**config.mk**
```make
export PLATFORM = sky130hd
export DESIGN_NAME = ble_packet_deframer
export DESIGN_NICKNAME = d
export VERILOG_FILES = /design/src/rtl/ble_packet_deframer.sv
export SDC_FILE = /design/constraint.sdc
export NUM_CORES = 1
export LEC_CHECK = 0
export CAP_MARGIN = 20
export CORE_ASPECT_RATIO = 1.2
export CORE_MARGIN = 3
export CORE_UTILIZATION = 53
export CTS_CLUSTER_DIAMETER = 80
export DETAILED_ROUTE_END_ITERATION = 7
export PLACE_DENSITY = 0.85
export SYNTH_ARGS = -nofsm -noshare
export SYNTH_HDL_FRONTEND = slang
export SYNTH_SLANG_ARGS = --single-unit
```
**constraint.sdc**
```tcl
create_clock -name clk -period 4.15 [get_ports clk]
set_input_delay 0.415 -clock clk [delete_from_list [all_inputs] [get_ports clk]]
set_output_delay 0.415 -clock clk [all_outputs]
set_load 0.01 [all_outputs]
```
**src/rtl/ble_packet_deframer.sv**
```systemverilog
// BLE bit-level deframer: access-address search with Hamming tolerance,
// dewhitening, LSB-first byte assembly and header/payload/CRC framing.
module ble_packet_deframer #(
  parameter logic [31:0] ACCESS_ADDR = 32'h8E89BED6,
  parameter int          MAX_ERR     = 0,
  parameter int          CRC_BYTES   = 3
) (
  input  logic       clk,
  input  logic       rst,
  input  logic       enable,
  input  logic       update,
  input  logic       data,
  input  logic [5:0] chan,
  input  logic       whiten_en,
  output logic [7:0] byte_out,
  output logic       byte_valid,
  output logic [8:0] byte_idx,
  output logic [7:0] pkt_len,
  output logic       aa_match,
  output logic       pkt_done,
  output logic       busy
);

  localparam logic [1:0] S_SEARCH  = 2'd0;
  localparam logic [1:0] S_HEADER  = 2'd1;
  localparam logic [1:0] S_PAYLOAD = 2'd2;

  logic [1:0]  state_q, state_d;
  logic        update_q, update_d;
  logic [31:0] sr_q, sr_d;
  logic [5:0]  fill_q, fill_d;
  logic        hit_q, hit_d;
  logic [6:0]  lfsr_q, lfsr_d;
  logic [7:0]  shreg_q, shreg_d;
  logic [2:0]  bcnt_q, bcnt_d;
  logic [8:0]  byte_cnt_q, byte_cnt_d;
  logic [7:0]  byte_out_q, byte_out_d;
  logic        byte_valid_q, byte_valid_d;
  logic [8:0]  byte_idx_q, byte_idx_d;
  logic [7:0]  pkt_len_q, pkt_len_d;
  logic        aa_match_q, aa_match_d;
  logic        pkt_done_q, pkt_done_d;

  logic        bit_ev;
  logic        hit_go;
  logic        in_frame;
  logic [31:0] diff;
  logic [5:0]  errs;
  logic        aa_hit;
  logic [6:0]  seed;
  logic [6:0]  lfsr_b;
  logic [6:0]  lfsr_n;
  logic [7:0]  shreg_b;
  logic [7:0]  shreg_n;
  logic [2:0]  bcnt_b;
  logic [8:0]  byte_cnt_b;
  logic        w;
  logic        dbit;
  logic [7:0]  len_n;
  logic [8:0]  n_last;

  assign bit_ev = update & ~update_q;
  assign seed   = {1'b1, chan};
  assign diff   = sr_q ^ ACCESS_ADDR;

  always_comb begin
    errs = '0;
    for (int i = 0; i < 32; i++) begin
      errs = errs + {5'd0, diff[i]};
    end
  end

  assign aa_hit = (fill_q == 6'd32) && (errs <= 6'(MAX_ERR));

  // A bit landing on the match cycle is the first header bit, seeded directly.
  assign hit_go   = (state_q == S_SEARCH) & hit_q;
  assign in_frame = (state_q != S_SEARCH) | hit_go;

  assign lfsr_b     = hit_go ? seed : lfsr_q;
  assign shreg_b    = hit_go ? 8'd0 : shreg_q;
  assign bcnt_b     = hit_go ? 3'd0 : bcnt_q;
  assign byte_cnt_b = hit_go ? 9'd0 : byte_cnt_q;

  assign w       = lfsr_b[0];
  assign lfsr_n  = {w, lfsr_b[6:4], lfsr_b[3] ^ w, lfsr_b[2:1]};
  assign dbit    = data ^ (w & whiten_en);
  assign shreg_n = {dbit, shreg_b[7:1]};

  // Last byte index uses the length byte itself when it is the byte closing.
  assign len_n  = (byte_cnt_b == 9'd1) ? shreg_n : pkt_len_q;
  assign n_last = 9'd1 + {1'b0, len_n} + 9'(CRC_BYTES);

  always_comb begin
    state_d      = state_q;
    update_d     = update;
    sr_d         = sr_q;
    fill_d       = fill_q;
    hit_d        = 1'b0;
    lfsr_d       = lfsr_q;
    shreg_d      = shreg_q;
    bcnt_d       = bcnt_q;
    byte_cnt_d   = byte_cnt_q;
    byte_out_d   = byte_out_q;
    byte_valid_d = 1'b0;
    byte_idx_d   = byte_idx_q;
    pkt_len_d    = pkt_len_q;
    aa_match_d   = 1'b0;
    pkt_done_d   = 1'b0;

    if (!enable) begin
      state_d    = S_SEARCH;
      update_d   = 1'b0;
      sr_d       = '0;
      fill_d     = '0;
      lfsr_d     = '0;
      shreg_d    = '0;
      bcnt_d     = '0;
      byte_cnt_d = '0;
    end else begin
      hit_d = (state_q == S_SEARCH) & aa_hit & ~hit_go;

      if (hit_go) begin
        state_d    = S_HEADER;
        aa_match_d = 1'b1;
        lfsr_d     = seed;
        shreg_d    = '0;
        bcnt_d     = '0;
        byte_cnt_d = '0;
      end

      if ((state_q == S_SEARCH) && !hit_go && bit_ev) begin
        sr_d = {data, sr_q[31:1]};
        if (fill_q != 6'd32) begin
          fill_d = fill_q + 6'd1;
        end
      end

      if (in_frame && bit_ev) begin
        lfsr_d  = lfsr_n;
        shreg_d = shreg_n;
        bcnt_d  = bcnt_b + 3'd1;
        if (bcnt_b == 3'd7) begin
          byte_out_d   = shreg_n;
          byte_valid_d = 1'b1;
          byte_idx_d   = byte_cnt_b;
          byte_cnt_d   = byte_cnt_b + 9'd1;
          if (byte_cnt_b == 9'd1) begin
            pkt_len_d = shreg_n;
          end
          if (byte_cnt_b == n_last) begin
            pkt_done_d = 1'b1;
            state_d    = S_SEARCH;
            sr_d       = '0;
            fill_d     = '0;
          end else if (byte_cnt_b == 9'd1) begin
            state_d = S_PAYLOAD;
          end
        end
      end
    end
  end

  always_ff @(posedge clk or negedge rst) begin
    if (!rst) begin
      state_q      <= S_SEARCH;
      update_q     <= 1'b0;
      sr_q         <= '0;
      fill_q       <= '0;
      hit_q        <= 1'b0;
      lfsr_q       <= '0;
      shreg_q      <= '0;
      bcnt_q       <= '0;
      byte_cnt_q   <= '0;
      byte_out_q   <= '0;
      byte_valid_q <= 1'b0;
      byte_idx_q   <= '0;
      pkt_len_q    <= '0;
      aa_match_q   <= 1'b0;
      pkt_done_q   <= 1'b0;
    end else begin
      state_q      <= state_d;
      update_q     <= update_d;
      sr_q         <= sr_d;
      fill_q       <= fill_d;
      hit_q        <= hit_d;
      lfsr_q       <= lfsr_d;
      shreg_q      <= shreg_d;
      bcnt_q       <= bcnt_d;
      byte_cnt_q   <= byte_cnt_d;
      byte_out_q   <= byte_out_d;
      byte_valid_q <= byte_valid_d;
      byte_idx_q   <= byte_idx_d;
      pkt_len_q    <= pkt_len_d;
      aa_match_q   <= aa_match_d;
      pkt_done_q   <= pkt_done_d;
    end
  end

  assign byte_out   = byte_out_q;
  assign byte_valid = byte_valid_q;
  assign byte_idx   = byte_idx_q;
  assign pkt_len    = pkt_len_q;
  assign aa_match   = aa_match_q;
  assign pkt_done   = pkt_done_q;
  assign busy       = (state_q != S_SEARCH);

endmodule

```
==> impl_metrics.toml <==
[synth]
synth-adder-area-share_pct = 12.17
synth-seq-cells = 96
muxShareOfSynthArea_pct = 3.949
synthXorXnorAreaFrac_pct = 3.415
syn_area_sq_um = 5386
yosysWarningCount = 0
synth_top_family_by_area = "simple AND/OR/NAND/NOR gates"
yosys.area.top_type = "dfrtp_1"
synth_ff_type = "dfrtp_1"
ys_types = 51
avgSynthCellArea_sq_um = 9.433
netlist_top_cells_area = "dfrtp_1 (45%), fa_1 (8.9%), nand2_1 (6.5%)"
synth_top_area_share_pct = 44.60
syn_nets = 621
synth_compound_area_share_pct = 10.48
synth_seq_area_share_pct = 44.60
yosys.area_share.simple_pct = 19.19
netlist_instances = 571
async_flop_share_pct = 100.0
synth_edf_count = 0

[power_and_ir_drop]
p_per_area_nw_per_um2 = 303.6
peakVddDrop_v = 0.0001964
power_leakage_uw = 0.002924
total_power_uw = 1968

[setup_path]
start_kind = "flip-flop"
startpoint = "sr_q[13]"
critical_path.cell_chain = "inv_2 > fa_1 > inv_1 > fa_1 > inv_1 > fa_1 > fa_1 > fa_1 > inv_1 > fa_1 > inv_1 > ha_2 > fa_1 > nor3_2 > nand4_1 > nor2_1"
timing.critical_path.mode_cell = "fa_1"
slowest_stage = "fa_1"
cp_slowest_stage_delay_ns = 0.54
worstPathMaxFanout = 2
cp-end-kind = "flip-flop"
r2r_start = "sr_q[13]"
critical_path_required_ns = 4.43
critPathKind = "flip-flop to flip-flop"
timing.critical_path.arrival_ns = 4.92

[cts]
cts_buffers = 9
cts_buffer_depth = 2
clkLatencyLatePin_ns = 0.35
cts_tree = "done"
htree_levels = 3
cts_hold_buf = 0
cts.sinks = 96
clkTransAtPathRegs_ns = 0.07
root_buffer = "clkbuf_16"

[placement]
routabilityCongestion = 0.9085
dpl.cell_count = 733
hpwl_um = 8766
numPortBuffers = 40

[grt]
grt_usage_pct = 23.79
grt_pass1_vias = 4388
grt_pass1_wl_um = 21340
antenna_found_initial = 0
grt-ovfl-total = 0
grt_max_degree = 70

[sta]
hold_ws_ns = 0.2055
setup_viol = 1
hold_viol = 0
fin_crit_sh_pct = 112.0
max_freq_mhz = 215.2
setup_tns_ns = -0.4970
worstMarginPinSlew_ns = 0.8874
fin_worst_skew_ns = 0.009238
slew_headroom_pct = 40.84
period_minus_slack_ns = 4.647
worst_slack_ns = -0.4970
slew_viol_final = 0
rsz0062_at_grt = "true"

[routing]
wl_met2_um = 6676
wl_um = 12930
drt-vias-per-instance = 5.725
wl_met1_um = 5148
drcViolationCount = 0
drt-initial-drc-count = 382
wl_per_cell_um = 17.14
routed.top_layer = "met4"
vias = 4317
ant_nets = 0
drt_first_pass_iters = 5
met3_length_um = 730

[die]
core_area_sq_um = 9711
die_h_um = 116.4
io-pin-count = 41
start_util_pct = 55.47
fp.dieW_um = 98.03
die_area_sq_um = 11410
num_rows = 39

[finish]
fin_cells = 754
fin_util_pct = 66.74
final.fill_count = 700
nNetsFinal = 676
diodes = 0
areaGrowthSynthToFinish_pct = 20.33
drive_above_1_share_pct = 12.20

[status]
status = "finished, violations left"
violations = "negative setup slack"

[job]
drv_cap = 0

[worst_hold_path]
min_path_type = "input pin to asynchronous set/reset pin"
[metal layers]
metal | GRT usage, % | up-vias
li1 | - | 1978
met1 | 28.42 | 2120
met2 | 41.60 | 180
met3 | 5.556 | 39
met4 | 10.06 | 0
met5 | 0 | -
[critical path, delay by kind of cell (launching register included)]
family | cells | cell delay (ns)
buf+inv | 5 | 0.29
simple gates | 3 | 0.35
flops | 1 | 0.36
fa+ha+maj | 8 | 3.58
[final timing paths]
kind / to / slack, ns / cells past startpoint
min in group clk: byte_idx[3] / 0.48 / 2
worst min register to register: byte_idx[3] / 0.48 / 2
worst min-delay path: byte_idx[8] / 0.21 / 1
worst max-delay path: hit_q / -0.50 / 16
worst max register to register: hit_q / -0.50 / 16
max in group asynchronous: fill_q[5] / 3.05 / 2
[cell usage in the layout (no fill, tap or decap), drive strengths merged, types with 12 or more instances in the layout]
cell type,count
fa,24
ha,14
nor2,63
dfrtp,96
and2,15
xnor2,12
a21oi,48
inv,54
nand2,94
nand3,16
clkdlybuf4s50,39
o21ai,29
buf,31
[state kept, by name, indices dropped and copies added, names as in the netlist]
signal      count
aa_match        1
bcnt_q          3
byte_cnt_q      9
byte_idx        9
byte_out        8
byte_valid      1
fill_q          6
hit_q           1
lfsr_q          7
pkt_done        1
pkt_len         8
shreg_q         7
sr_q           32
state_q         2
update_q        1
[cell type report]
cell class / instances / area (sq um) / share of cell area (%)
multi-input combinational: 394 / 2689 / 41.49
sequential: 96 / 2402 / 37.07
timing repair buffer: 71 / 704.4 / 10.87
clock buffer: 10 / 239.0 / 3.687
inverter: 54 / 202.7 / 3.127
tap: 123 / 153.9 / 2.375
clock inverter: 6 / 90.09 / 1.390
[cell families (layout without fill, tap and decap cells)]
group	count (synthesis)	in the layout
and+or+nand+nor	224	224
buffers and inverters	81	141
DFF	96	96
xor gates and xnor gates	21	21
muxes	15	15
AOI/OAI and AO/OA	96	96
adders and majority gates	38	38
[timing repair]
item                                    CTS  global route
gates resized for setup                   6             2
cloned                                    1             1
pin swaps                                 7             3
buffers inserted                          2             0
endpoints found under the setup margin   35            41
[stage by stage]
step,cell area (sq um),worst slack (ns)
6_report,6481,-0.4970
5_1_grt,6481,-0.7300
4_1_cts,6422,-0.5015
3_5_place_dp,6027,-0.5537
3_3_place_gp,6027,-0.4406
2_1_floorplan,5398,-0.3069
[where the power goes]
part | leakage (uW) | internal [uW] | switching [uW]
Combinational | 0.00143 | 40.0 | 67.7
Clock | 0.000159 | 547 | 372
Sequential | 0.00134 | 938 | 2.63
[cell usage after synthesis, types with 2 or more instances]
| cell type | instances |
|---|---|
| o21a_1 | 3 |
| clkbuf_1 | 22 |
| buf_6 | 3 |
| o311a_1 | 3 |
| xor2_1 | 9 |
| or3_1 | 4 |
| nor4_1 | 2 |
| nand3_1 | 16 |
| a31oi_1 | 2 |
| nand4_1 | 7 |
| mux2i_1 | 4 |
| nor3_1 | 5 |
| fa_1 | 24 |
| buf_4 | 2 |
| or2_2 | 2 |
| and2_1 | 15 |
| dfrtp_1 | 96 |
| o21ai_0 | 29 |
| a21boi_0 | 3 |
| xnor2_1 | 12 |
| mux4_2 | 4 |
| inv_1 | 53 |
| mux2_2 | 6 |
| nand2_1 | 93 |
| ha_1 | 14 |
| nand2b_1 | 3 |
| nor2_1 | 63 |
| nor3b_1 | 2 |
| a21oi_1 | 48 |
(Power assumes the default switching activity.)
